### src/rtl/rr_pkg.sv
// Shared types and helpers for the round-robin requester client bank.
package rr_pkg;

  // Per-client controller state.
  typedef enum logic [1:0] {
    IDLE = 2'b00,
    REQ  = 2'b01,
    OWN  = 2'b10
  } client_st_e;

  localparam int unsigned NUM_REQ_DEF = 4;
  localparam int unsigned CNT_W_DEF   = 3;

  // True when at most one bit of v is set.
  function automatic logic onehot0(input logic [31:0] v);
    return (v & (v - 32'd1)) == 32'd0;
  endfunction

endpackage

### src/rtl/rr_client_ctrl.sv
// Single requester client: pending counter, request/ownership FSM,
// burst down-counter and sticky overflow flag.
//
// state | meaning
// IDLE  | nothing pending, req low
// REQ   | at least one transaction pending, req held until granted
// OWN   | owns the shared resource; burst counter runs down to 0
module rr_client_ctrl
  import rr_pkg::*;
#(
  parameter int CntW     = 3,
  parameter int BurstLen = 2
) (
  input  logic            clk,
  input  logic            rst,
  input  logic            post,
  input  logic            grant,
  output logic            req,
  output logic            own,
  output logic            done,
  output logic [CntW-1:0] pend_cnt,
  output logic            full,
  output logic            ovf
);

  localparam logic [CntW-1:0] CntMax    = '1;
  localparam logic [3:0]      BurstLoad = 4'(BurstLen - 1);

  client_st_e      state_q, state_d;
  logic [3:0]      burst_q, burst_d;
  logic [CntW-1:0] pend_d;
  logic            ovf_d;
  logic            accept;
  logic            inc;

  assign req  = (state_q == REQ);
  assign own  = (state_q == OWN);
  assign done = (state_q == OWN) && (burst_q == 4'd0);
  assign full = (pend_cnt == CntMax);

  // Pending count and overflow: a post that coincides with an accept cancels
  // out even when full; a lone post while full is dropped and flagged.
  always_comb begin
    accept = (state_q == REQ) && grant;
    inc    = post && (!full || accept);
    pend_d = pend_cnt;
    ovf_d  = ovf;
    if (inc && !accept) begin
      pend_d = pend_cnt + CntW'(1);
    end else if (accept && !inc) begin
      pend_d = pend_cnt - CntW'(1);
    end
    if (post && full && !accept) begin
      ovf_d = 1'b1;
    end
  end

  // Next-state and burst counter; the exit from OWN looks at the post-update
  // count so a post landing on the done cycle keeps the client requesting.
  always_comb begin
    state_d = state_q;
    burst_d = burst_q;
    case (state_q)
      IDLE: begin
        if (pend_cnt != '0) state_d = REQ;
      end
      REQ: begin
        if (grant) begin
          state_d = OWN;
          burst_d = BurstLoad;
        end
      end
      OWN: begin
        if (burst_q == 4'd0) begin
          state_d = (pend_d != '0) ? REQ : IDLE;
        end else begin
          burst_d = burst_q - 4'd1;
        end
      end
      default: state_d = IDLE;
    endcase
  end

  // State, counters and sticky flag registers.
  always_ff @(posedge clk or posedge rst) begin
    if (rst) begin
      state_q  <= IDLE;
      burst_q  <= 4'd0;
      pend_cnt <= '0;
      ovf      <= 1'b0;
    end else begin
      state_q  <= state_d;
      burst_q  <= burst_d;
      pend_cnt <= pend_d;
      ovf      <= ovf_d;
    end
  end

endmodule

### src/rtl/rr_req_client_bank.sv
// Bank of requester clients feeding a round-robin arbiter, with a sticky
// checker for illegal grant/ownership patterns.
module rr_req_client_bank
  import rr_pkg::*;
#(
  parameter int NumReq   = NUM_REQ_DEF,
  parameter int CntW     = CNT_W_DEF,
  parameter int BurstLen = 2
) (
  input  logic                   clk,
  input  logic                   rst,
  input  logic [NumReq-1:0]      post,
  input  logic [NumReq-1:0]      grant,
  output logic [NumReq-1:0]      req,
  output logic [NumReq-1:0]      own,
  output logic [NumReq-1:0]      done,
  output logic [NumReq*CntW-1:0] pend_cnt,
  output logic [NumReq-1:0]      full,
  output logic [NumReq-1:0]      ovf,
  output logic                   err
);

  logic viol;

  for (genvar g = 0; g < NumReq; g++) begin : g_client
    rr_client_ctrl #(
      .CntW     (CntW),
      .BurstLen (BurstLen)
    ) u_client (
      .clk      (clk),
      .rst      (rst),
      .post     (post[g]),
      .grant    (grant[g]),
      .req      (req[g]),
      .own      (own[g]),
      .done     (done[g]),
      .pend_cnt (pend_cnt[g*CntW +: CntW]),
      .full     (full[g]),
      .ovf      (ovf[g])
    );
  end

  // Violation: multi-hot grant, grant to a non-requester, or shared ownership.
  always_comb begin
    viol = !onehot0(32'(grant)) || (|(grant & ~req)) || !onehot0(32'(own));
  end

  // Sticky error flag, cleared only by reset.
  always_ff @(posedge clk or posedge rst) begin
    if (rst) begin
      err <= 1'b0;
    end else begin
      err <= err | viol;
    end
  end

endmodule

### config.mk
export PLATFORM = sky130hd
export DESIGN_NAME = rr_req_client_bank
export DESIGN_NICKNAME = d
export VERILOG_FILES = /design/src/rtl/rr_pkg.sv /design/src/rtl/rr_client_ctrl.sv /design/src/rtl/rr_req_client_bank.sv
export SDC_FILE = /design/constraint.sdc
export NUM_CORES = 1
export LEC_CHECK = 0
export BUFFER_PORTS_ARGS = -buffer_cell sky130_fd_sc_hd__buf_2
export CAP_MARGIN = 20
export CORE_ASPECT_RATIO = 0.5
export CORE_UTILIZATION = 45
export CTS_CLUSTER_SIZE = 12
export DETAILED_ROUTE_END_ITERATION = 7
export HOLD_SLACK_MARGIN = 0.15
export PLACE_DENSITY = 0.68
export SLEW_MARGIN = 10
export SYNTH_ARGS = -nofsm -noshare
export SYNTH_HDL_FRONTEND = slang
export SYNTH_SLANG_ARGS = --single-unit
### constraint.sdc
create_clock -name clk -period 1.65 [get_ports clk]
set_input_delay 0.0825 -clock clk [delete_from_list [all_inputs] [get_ports clk]]
set_output_delay 0.0825 -clock clk [all_outputs]
set_load 0.01 [all_outputs]
Word-level counts from Yosys, hierarchy flattened
Cells that the tools add are included.

word-level totals
  bits in registers = 41
  bits in latches = 0
  bits in writable memories = 0
  ROM bits = 0
  output and inout port bits = 33
  word-level logic and storage cells = 183
  memories kept = 0

cells by class
  add/subtract/negate cells = 14
  multiply operators = 0
  div/mod/pow operators = 0
  order comparisons = 0
  equality and inequality tests = 28
  shifts and indexed selects = 0
  muxes and demuxes = 40
  bitwise gates (word level) = 5
  reduce and logical (&&, ||, !) cells = 79

operators with widths
  kind                 number
  $and 4x32->32        2
  $logic_not 32->1     2
  $mux 4               8
  $pmux 4 s2           4
  $logic_and 1x1->1    28
  $mux 2               12
  $mux 3               8
  $ne 2x2->1 const B   12
  $pmux 2 s3           4
  $reduce_and 3->1     8
  $reduce_bool 3->1    8
  $logic_not 4->1      4
  $sub 4x1->4 const B  4
  $logic_not 1->1      14
  $add 3x1->3 const B  4
  $eq 3x3->1 const B   4
  $sub 3x1->3 const B  4
  $sub 4x1->5 const B  2
  $eq 2x1->1 const B   4
  $eq 2x2->1 const B   4
  $logic_not 2->1      4
  $ne 2x1->1 const B   4
  $reduce_bool 2->1    4
  $logic_or 1x1->1     6
  other kinds (5)      8

Depth between registers and ports, before layout
  depth after elaboration = 12
  gate-level depth with buffers = 6
  mapped depth without buffers = 6

By module
A second synthesis with hierarchy kept.

unflattened totals
  cells, all modules = 281
  area, all modules = 2793.9 um^2

by module, submodules not included
  module                                      times used  cells each  area an instance (um^2)
  rr_client_ctrl at g_client[1].u_client ...  3           67          674.4
  rr_client_ctrl at g_client[0].u_client      1           67          671.9
  rr_req_client_bank                          1           13          98.8

Least setup slack after synthesis
No wires, ideal clock.

  path type = register -> register
  start point = reg g_client[2].u_client.pend_cnt[1]
  end point = reg g_client[2].u_client.state_q[0]
  setup time = 129 ps
  data arrival time = 1663 ps
  required time = 1521 ps
  setup slack = -142 ps
  stages on the path, launching flop included = 7
  buffers on the path = 0
  period minus slack after synthesis = 1792 ps
  path through = dfrtp_1 ha_1 ha_1 nand2b_1 o221ai_2 o31ai_1 o41a_1

between the ends
  word-level cells in the longest chain between the ends = 12
  elaborated cells between the ends (all ways) = 18

ends and longest elaborated chain
  what                                RTL line              source
  start, declared                     rr_client_ctrl.sv:21  output logic [CntW-1:0] pend_cnt,
  start signal, assigned              rr_client_ctrl.sv:94  pend_cnt <= pend_d;
  $eq 3x3->1 (*)                      rr_client_ctrl.sv:39  assign full = (pend_cnt == CntMax);
  via g_client[2].u_client.full       rr_client_ctrl.sv:22  output logic full,
  $logic_not 1->1 (*)                 rr_client_ctrl.sv:45  inc = post && (!full || accept);
  $logic_or 1x1->1 (*)                rr_client_ctrl.sv:45
  $logic_and 1x1->1 (*)               rr_client_ctrl.sv:45
  $logic_not 1->1                     rr_client_ctrl.sv:50  end else if (accept && !inc) begin
  $logic_and 1x1->1                   rr_client_ctrl.sv:50
  $mux 3                              rr_client_ctrl.sv:50
  $mux 3 (*)                          rr_client_ctrl.sv:48  if (inc && !accept) begin
  via g_client[2].u_client.pend_d[1]  rr_client_ctrl.sv:31  logic [CntW-1:0] pend_d;
  $reduce_bool 3->1 (*)               rr_client_ctrl.sv:75  state_d = (pend_d != '0) ? REQ : IDLE;
  $mux 1 (*)                          rr_client_ctrl.sv:75
  $mux 2 (*)                          rr_client_ctrl.sv:74  if (burst_q == 4'd0) begin
  $pmux 2 s3 (*)                      rr_client_ctrl.sv:63  case (state_q)
  end signal, assigned                rr_client_ctrl.sv:92  state_q <= state_d;
  end, declared                       rr_client_ctrl.sv:29  client_st_e state_q, state_d;

The timed path passes the listed nets; every way through them passes the cells marked *. The select of a mux whose other input is x is not followed.
A chain may end at the register's enable or synchronous reset.

Worst setup path after layout
  start point = reg g_client[2].u_client.burst_q[1]
  end point = reg g_client[2].u_client.state_q[0]

between the ends
  word-level cells in the longest chain between the ends = 3

ends and longest elaborated chain
  what                               RTL line              source
  start, declared                    rr_client_ctrl.sv:30  logic [3:0] burst_q, burst_d;
  start signal, assigned             rr_client_ctrl.sv:93  burst_q <= burst_d;
  $logic_not 4->1                    rr_client_ctrl.sv:74
  $ne 2x2->1 (no source line)        -
  $reduce_and 3->1 (no source line)  -

Every way passes these cells.

==> impl_metrics.yaml <==
yosys:
  mappedNetlistArea_um2: 2780
  synth_top_area_frac: 0.370
  synth_area_per_cell_um2: 9.16
  ys_async_sr_fraction: 1.00
  synth_top_flop_cell: "dfrtp_1"
  syn_nets: 334
  synth_largest_area_cell: "dfrtp_1"
  yosys-top-cells-area: "dfrtp_1 37%, ha_1 9.5%, buf_4 5.4%"
  ys_ff_latch: 41
  synthDistinctLibCells: 48
  synth_edf_count: 0
  synth_commonest_cells: "41 x dfrtp_1, 32 x inv_1, 31 x nor2_1"
  yosys_warnings: 0
  netlist_instances: 303
  synth_most_common_cell: "dfrtp_1"
  synth_seq_area_share: 0.370
routing:
  drtPass1Iterations: 4
  drt-total-wl_mm: 6.53
  wl_per_cell_um: 14.6
  drt_iter0_markers: 84
  drcViolationCount: 0
  via_count: 2379
  ant_nets: 0
  routed_via_density: 5.32
layout:
  regArea_um2: 1030
  finish.utilization: 0.639
  final_cells: 447
  layout.nets: 404
  multi_input_area_um2: 1660
  syn2layout_area_growth_pct: 31.3
  drive_above_1_share: 0.396
  antenna_cells: 0
  fill_cells: 458
die:
  die_x_um: 113
  rows: 19
  core_um2: 5710
  die_h_um: 57.5
  dieArea_um2: 6510
  io_pins: 43
  initial_core_util: 0.487
power_and_ir_drop:
  p_clk_frac: 0.138
  cellPowerDensity_nw_per_um2: 1950
  irDropWorstVdd_mv: 0.891
  p_int_mw: 4.15
  power_mw: 7.10
  comb_power_share: 0.604
  sw_frac_of_total: 0.415
  cellLeakagePower_nw: 1.68
  p_seq_frac: 0.258
  p_sw_mw: 2.94
global_route:
  grtUsageTotal: 0.213
  grt_max_degree: 42
  antenna_found_initial: 0
  grt_pass1_vias: 2329
  grt-ovfl-total: 0
  grt_pass1_wl_mm: 10.7
setup_path:
  end_kind: "flop"
  cp_max_fo: 3
  arrival_ns: 1.90
  setup.worst_path.class: "reg -> reg"
  required_ns: 1.88
  startpoint_type: "flop"
place:
  routabilityCongestion: 0.795
  dpl.hpwl_mm: 4.33
  dp.cells: 419
  io_buffers: 42
timing:
  period_needed_ns: 1.67
  rsz0062_at_grt: "yes"
  worst_pin_slew_ns: 0.551
  hold_viol: 0
  drv_slew: 0
  slew_headroom: 0.633
  hold_slack_ns: 0.157
  finalSetupViolations: 2
  fin_ws_ns: -0.0231
  max_freq_ghz: 0.598
  finalClockSkew_ns: 0.00565
  period_share: 1.01
clock_tree:
  root_buffer: "clkbuf_16"
  cts.clk_slew.worst_paths_ns: 0.06
  htreeDepth: 2
  clk_latency_ns: 0.29
  cts_tree: "built"
  cts_buffer_depth: 2
  clock_sink_count: 41
  numCtsBuffers: 5
job:
  maxCapViolCount: 0
run_status:
  outcome: "finished, violations left"
  failed_checks: "negative setup slack"
hold_path:
  hold_path.class: "in -> reg"
## cell type report
class | count | share of cell area
Multi-Input combinational cell | 202 | 0.454
Sequential cell | 41 | 0.282
Timing Repair Buffer | 91 | 0.168
Clock buffer | 6 | 0.0353
Inverter | 32 | 0.0329
Tap cell | 73 | 0.0251
Clock inverter | 2 | 0.00275
## worst max-delay path, cell delays in order (launching register included)
cell	delay (ns)
dfrtp_1	0.39
inv_2	0.09
ha_4	0.12
or3b_4	0.38
and2_1	0.20
o32ai_2	0.25
o41a_1	0.18
## power groups by stage
stage | combinational [mW] | sequential, mW | clock, mW
after floorplan | 2.43 | 1.91 | 0
after global placement | 3.42 | 1.78 | 0
after CTS | 3.89 | 1.81 | 0.995
after global routing | 4.75 | 1.89 | 1.04
after detailed placement | 3.53 | 1.81 | 0
final | 4.29 | 1.83 | 0.980
## layer usage
| metal | wire length (µm) | GRT usage | up-vias |
|---|---|---|---|
| met5 | 0 | 0 | - |
| met4 | 122 | 0.0977 | 0 |
| met3 | 226 | 0.0404 | 12 |
| met2 | 2990 | 0.364 | 43 |
| met1 | 3180 | 0.266 | 1151 |
| li1 | - | - | 1173 |
## final timing paths
check / slack [ns] / startpoint / endpoint / depth (start not counted)
worst max-delay path: -0.02 / g_client[2].u_client.burst_q[1] / g_client[2].u_client.state_q[0] / 6
worst min-delay path: 0.16 / post[2] / g_client[2].u_client.pend_cnt[2] / 2
worst max register to register: -0.02 / g_client[2].u_client.burst_q[1] / g_client[2].u_client.state_q[0] / 6
worst min register to register: 0.47 / g_client[2].u_client.ovf / g_client[2].u_client.ovf / 1
max in group asynchronous: 0.75 / rst / g_client[0].u_client.pend_cnt[0] / 4
min in group asynchronous: 0.49 / rst / g_client[3].u_client.burst_q[0] / 4
## logic make-up after synthesis
family                     after synthesis  synth area share
adders and majority gates               21            0.0946
xor gates and xnor gates                10            0.0315
buffers and inverters                   60             0.113
DFF                                     41             0.370
AOI/OAI and AO/OA                       71             0.174
and+or+nand+nor                         95             0.197
muxes                                    5            0.0194
## placed cells by master, fill, tap and decap left out, types with 7 or more instances in the layout
master          n
inv_2          11
ha_1            7
a21oi_1        14
dfrtp_1        39
dlygate4sd3_1   8
ha_4            8
buf_2          41
nand2b_1        9
nand3b_1       10
buf_4          39
xor2_1          7
nor2_1         29
o21ai_0        16
nor3b_1         7
inv_1          21
## registers in the layout, indices dropped and copies added, names as in the netlist
name / count
g_client.u_client.state_q: 8
g_client.u_client.pend_cnt: 12
err: 1
g_client.u_client.ovf: 4
g_client.u_client.burst_q: 16
## metrics by stage
stage | setup WS, ns | cell area (µm²) | setup TNS, ns
floorplan | -0.0203 | 2820 | -0.0203
global placement | 0.0220 | 3140 | 0
detailed placement | -0.0242 | 3140 | -0.0358
CTS | -0.0474 | 3490 | -0.0754
global route | -0.0876 | 3650 | -0.378
finish | -0.0231 | 3650 | -0.0451
## timing repair
action,4_1_cts,5_1_grt
buffers inserted,11,1
pin swaps,5,13
endpoints found under the setup margin,7,13
hold buffers,8,0
gates resized for setup,11,40
endpoints found under the hold margin,46,0
No activity file was read; power rests on OpenSTA's default activity.
